--- src/rtl/instr_buf_pkg.sv ---
// Shared definitions for the instruction issue buffer.
//   - RV32I opcode constants used for classification
//   - instr_cat_e: one-hot category matching instr_category_bm
//   - entry_t: FIFO entry payload {instr, cat}
package instr_buf_pkg;

  localparam int unsigned INSTR_W = 32;
  localparam int unsigned OPC_W   = 7;
  localparam int unsigned CAT_W   = 3;

  localparam logic [OPC_W-1:0] OPC_LOAD   = 7'b0000011;
  localparam logic [OPC_W-1:0] OPC_STORE  = 7'b0100011;
  localparam logic [OPC_W-1:0] OPC_OP     = 7'b0110011;
  localparam logic [OPC_W-1:0] OPC_OP_IMM = 7'b0010011;

  typedef enum logic [CAT_W-1:0] {
    CAT_NONE  = 3'b000,
    CAT_LOAD  = 3'b001,
    CAT_STORE = 3'b010,
    CAT_ARITH = 3'b100
  } instr_cat_e;

  typedef struct packed {
    logic [INSTR_W-1:0] instr;
    instr_cat_e         cat;
  } entry_t;

endpackage

--- src/rtl/instr_classifier.sv ---
// Opcode to one-hot category decoder (purely combinational).
// Ports:
//   opcode  in  7  instruction bits [6:0]
//   cat_c   out 3  one-hot category, CAT_NONE for unsupported opcodes
module instr_classifier
  import instr_buf_pkg::*;
(
  input  logic [OPC_W-1:0] opcode,
  output instr_cat_e       cat_c
);

  always_comb begin
    cat_c = CAT_NONE;
    case (opcode)
      OPC_LOAD:             cat_c = CAT_LOAD;
      OPC_STORE:            cat_c = CAT_STORE;
      OPC_OP, OPC_OP_IMM:   cat_c = CAT_ARITH;
      default:              cat_c = CAT_NONE;
    endcase
  end

endmodule

--- src/rtl/instr_issue_buffer.sv ---
// Instruction issue buffer: classifies incoming RV32I words, drops words whose
// category is masked off (counting them), and queues the rest in a FIFO.
// Ports:
//   clk, rst            clock, synchronous active-high reset
//   flush               synchronous FIFO clear (drop_cnt preserved)
//   cat_mask[2:0]       enabled categories {ARITH, STORE, LOAD}
//   in_valid/in_ready   input handshake, in_instr[31:0] payload
//   out_valid/out_ready output handshake, out_instr/out_cat head payload
//   count               occupancy, drop_cnt saturating filtered-word count
// Optional: `define INSTR_ISSUE_STATS_EN adds load_cnt/store_cnt/arith_cnt,
//   wrapping counts of stored words per category.
module instr_issue_buffer
  import instr_buf_pkg::*;
#(
  parameter int unsigned DEPTH      = 8,
  parameter int unsigned DROP_CNT_W = 16
) (
  input  logic                      clk,
  input  logic                      rst,
  input  logic                      flush,
  input  logic [CAT_W-1:0]          cat_mask,
  input  logic                      in_valid,
  output logic                      in_ready,
  input  logic [INSTR_W-1:0]        in_instr,
  output logic                      out_valid,
  input  logic                      out_ready,
  output logic [INSTR_W-1:0]        out_instr,
  output logic [CAT_W-1:0]          out_cat,
  output logic [$clog2(DEPTH):0]    count,
  output logic [DROP_CNT_W-1:0]     drop_cnt
`ifdef INSTR_ISSUE_STATS_EN
  ,
  output logic [31:0]               load_cnt,
  output logic [31:0]               store_cnt,
  output logic [31:0]               arith_cnt
`endif
);

  localparam int unsigned PTR_W = $clog2(DEPTH);
  localparam int unsigned CNT_W = PTR_W + 1;

  instr_cat_e       in_cat_c;
  entry_t           in_entry;
  entry_t           mem [DEPTH];
  entry_t           head, head_nx;
  logic [PTR_W-1:0] rd_ptr, rd_ptr_nx, wr_ptr, wr_ptr_nx;
  logic [CNT_W-1:0] count_nx;
  logic             accept, store, drop, pop;

  instr_classifier u_classifier (
    .opcode (in_instr[OPC_W-1:0]),
    .cat_c  (in_cat_c)
  );

  // Handshake and filter decisions
  assign in_ready  = !rst && !flush && (count != CNT_W'(DEPTH));
  assign out_valid = (count != '0);
  assign accept    = in_valid && in_ready;
  assign store     = accept && ((in_cat_c & cat_mask) != '0);
  assign drop      = accept && !store;
  assign pop       = out_valid && out_ready && !flush;
  assign in_entry  = '{instr: in_instr, cat: in_cat_c};

  assign out_instr = head.instr;
  assign out_cat   = head.cat;

  // Next pointers/occupancy; head register tracks the entry at the next read
  // pointer, taking the incoming word when it lands in that slot this edge.
  always_comb begin
    rd_ptr_nx = rd_ptr;
    wr_ptr_nx = wr_ptr;
    count_nx  = count;
    head_nx   = head;
    if (flush) begin
      rd_ptr_nx = '0;
      wr_ptr_nx = '0;
      count_nx  = '0;
    end else begin
      if (pop)   rd_ptr_nx = rd_ptr + PTR_W'(1);
      if (store) wr_ptr_nx = wr_ptr + PTR_W'(1);
      case ({store, pop})
        2'b10:   count_nx = count + CNT_W'(1);
        2'b01:   count_nx = count - CNT_W'(1);
        default: count_nx = count;
      endcase
      if (count_nx != '0) begin
        head_nx = (store && (wr_ptr == rd_ptr_nx)) ? in_entry : mem[rd_ptr_nx];
      end
    end
  end

  // Control state
  always_ff @(posedge clk) begin
    if (rst) begin
      rd_ptr   <= '0;
      wr_ptr   <= '0;
      count    <= '0;
      head     <= '0;
      drop_cnt <= '0;
    end else begin
      rd_ptr <= rd_ptr_nx;
      wr_ptr <= wr_ptr_nx;
      count  <= count_nx;
      head   <= head_nx;
      if (drop && (drop_cnt != '1)) drop_cnt <= drop_cnt + DROP_CNT_W'(1);
    end
  end

  // Entry storage, no reset needed: reads are qualified by count
  always_ff @(posedge clk) begin
    if (store) mem[wr_ptr] <= in_entry;
  end

`ifdef INSTR_ISSUE_STATS_EN
  // Per-category counts of stored words; survive flush
  always_ff @(posedge clk) begin
    if (rst) begin
      load_cnt  <= '0;
      store_cnt <= '0;
      arith_cnt <= '0;
    end else if (store) begin
      case (in_cat_c)
        CAT_LOAD:  load_cnt  <= load_cnt + 32'(1);
        CAT_STORE: store_cnt <= store_cnt + 32'(1);
        CAT_ARITH: arith_cnt <= arith_cnt + 32'(1);
        default:   ;
      endcase
    end
  end
`endif

endmodule

--- config.mk ---
export PLATFORM = sky130hd
export DESIGN_NAME = instr_issue_buffer
export DESIGN_NICKNAME = d
export VERILOG_FILES = /design/src/rtl/instr_buf_pkg.sv /design/src/rtl/instr_classifier.sv /design/src/rtl/instr_issue_buffer.sv
export SDC_FILE = /design/constraint.sdc
export NUM_CORES = 1
export LEC_CHECK = 0
export ABC_AREA = 1
export CAP_MARGIN = 30
export CORE_MARGIN = 2
export CORE_UTILIZATION = 54
export DETAILED_ROUTE_END_ITERATION = 10
export PLACE_DENSITY = 0.78
export SYNTH_ARGS = -nofsm -noshare
export SYNTH_HDL_FRONTEND = slang
export SYNTH_SLANG_ARGS = --single-unit
--- constraint.sdc ---
create_clock -name clk -period 14.45 [get_ports clk]
set_clock_uncertainty 0.2 [all_clocks]
set_input_delay 2.1675 -clock clk [delete_from_list [all_inputs] [get_ports clk]]
set_output_delay 2.1675 -clock clk [all_outputs]
set_load 0.02 [all_outputs]
==> qor.txt <==
status = completed
H-tree depth = 2
post-route ant nets = 0
clk_lat worst skew = 0.51 ns
Total Wirelength = 35.6 mm
Syn Inst Count = 1,541
largest fanout on the critical path = 39
post-synthesis mux area share = 0
count leader, synth = nand2_1
unrepaired setup endpoints after global routing = false
Pwr per Cell Area = 113 nW/um^2
Sink Count = 341
CP arrival = 4.89 ns
Die ar. = 28,900 sq um
synthesized net count = 1,588
fin crit period = 7.26 ns
Max-Slew Margin vs Limit = 0.339
All-Layer GR Usage = 0.248
Adder-Cell Fraction of Synth Area = 0.00639
Final HPWL DP = 18.4 mm
Synth Area in XOR/XNOR = 0.00882
Max Buffers Root-to-Sink = 3
dpl ws = 7.20 ns
Syn Area/Cell = 9.66 sq um
Lkg Pwr = 6.71 nW
f_max = 138 MHz
Max-Cap Viols = 0
register area share after synthesis = 0.647
Pins Over Slew Limit = 0
initial antenna violation count = 0
main combinational cell family by area after synthesis = simple AND/OR/NAND/NOR gates
Detailed Route Iter0 Violations = 1,088
Synth Register Bits = 341
die width = 170 um
Post-synth EDFFs = 280
Rows = 60
first drt pass iteration count = 5
synth top area cells = edfxtp_1 (56%), nand2_1 (14%), dfxtp_1 (8.2%)
number of diodes = 0
Syn Std Cell Area = 14,900 sq um
CTS tree = built
final worst slack = 7.19 ns
pin count of the biggest net entering global routing = 138
drt drc = 0
port bufs = 96
Worst Hold Class = reg2reg
WHS = 0.322 ns
gp weighted congestion = 0.889
Final Cycle Share = 0.502
clk slew on worst S/H paths = 0.06 ns
Setup TNS Final = 0 ns
Clock Root Buffer = clkbuf_16
top cells by count, synth = nand2_1 (568), edfxtp_1 (280), nor2_1 (142)
area leader, netlist = edfxtp_1
share of layout cells above drive strength 1 = 0.0593
share of the synthesized area in the top cell type = 0.565
maximum VDD drop = 65.7 uV
CP endpoint kind = output port
post-CTS sizing = 0
WL/cell = 18.0 um
vias per cell = 5.59
post-CTS setup buffers = 0
Initial Util = 0.551
I/O pin count = 97
Req. time, crit path = 12.08 ns
Vias = 11,000
simple logic cell fraction of the synthesized area = 0.253
CTS buffer count = 35
first-pass GRT wire length = 55.4 mm
die height = 170 um
async set-reset flop share out of synthesis = 0
Hold Fails Final Rpt = 0
DP Area = 16,000 sq um
CP Launch Type = input port
Yosys warnings = 0
Worst-Margin Slew = 0.986 ns
critical path class = in2out
vias in the first global route = 10,500
library cells used by synthesis = 33
hold-fix buffers at CTS = 0
Finished Core Util = 0.633
Synth Area in Compound Gates = 0.0315
final instance area = 17,100 sq um
core area = 27,000 sq um
Setup violations, final = 0
# nets final = 1,657
ys flop type = edfxtp_1
global route total overflow = 0
P&R area growth vs syn = 14.8%
## logic make-up (layout without fill, tap and decap cells)
logic type	count (synthesis)	in the layout
AND/OR/NAND/NOR	908	908
XOR/XNOR	15	15
AO/OA/AOI/OAI	92	92
buffers and inverters	178	273
adder cells (fa/ha/maj)	7	7
flip-flops	341	341
## per-layer routing
layer	share of wire	GRT usage	wire [um]	vias up
li1	-	-	-	5236
met2	0.49	0.429	17600	508
met4	0.025	0.0836	898	0
met1	0.41	0.322	14400	5221
met3	0.075	0.0360	2680	80
met5	0	0	0	-
## final cells by class
class,count,area [sq um]
Clock buffer,47,973
Clock inverter,16,85.1
Fill cell,2026,9930
Inverter,97,364
Multi-Input combinational cell,1022,4520
Sequential cell,341,9630
Tap cell,341,427
Timing Repair Buffer,113,1100
## power by group
| group | internal, mW | switching, mW |
|---|---|---|
| registers | 1.06 | 0.000866 |
| clock network | 0.475 | 0.362 |
| logic | 0.0131 | 0.0215 |
## worst max-delay path, stage by stage
cell	delay, ns
clkdlybuf4s50_1	0.71
inv_2	0.69
nand2_1	0.43
a21oi_2	0.23
clkdlybuf4s50_1	0.66
## state kept, by name, indices dropped and copies added (netlist names)
name       flops
out_instr     32
count          4
mem          280
drop_cnt      16
wr_ptr         3
out_cat        3
rd_ptr         3
## worst paths after layout
check	start	endpoint	slack (ns)	cells past startpoint
hold reg to reg	drop_cnt[8]	drop_cnt[8]	0.32	2
hold / removal	drop_cnt[8]	drop_cnt[8]	0.32	2
setup reg to reg	count[0]	mem[4][33]	10.72	9
setup / recovery	rst	in_ready	7.19	5
## cells in the final DEF (no fill, tap or decap), types with 2 or more instances in the layout
master | synthesis | layout
ha_1 | 6 | 6
nand3_1 | 133 | 133
nor2_1 | 142 | 142
dfxtp_1 | 61 | 61
xnor2_1 | 6 | 6
nand2_1 | 568 | 567
nor3_1 | 12 | 4
nand2_4 | 2 | 3
nor2_2 | 3 | 3
clkbuf_16 | 0 | 37
buf_4 | 16 | 16
nor3_2 | 0 | 8
xor2_1 | 9 | 9
inv_2 | 5 | 6
nand4_1 | 31 | 31
nor2_4 | 2 | 2
clkbuf_1 | 17 | 9
clkdlybuf4s50_1 | 0 | 96
a21oi_1 | 48 | 48
inv_1 | 92 | 91
clkinv_2 | 0 | 4
nand2_2 | 6 | 5
edfxtp_1 | 280 | 280
clkinvlp_4 | 0 | 4
o21ai_0 | 41 | 41
clkinv_1 | 0 | 7
nor4_1 | 3 | 3
nand3_2 | 2 | 2
## stage by stage
step / instances / power (mW)
2_1_floorplan: 1541 / 1.09
3_3_place_gp: 1913 / 1.12
3_5_place_dp: 1914 / 1.12
4_1_cts: 1977 / 1.94
5_1_grt: 1977 / 1.98
6_report: 1977 / 1.93
No activity file was read; power rests on OpenSTA's default activity.
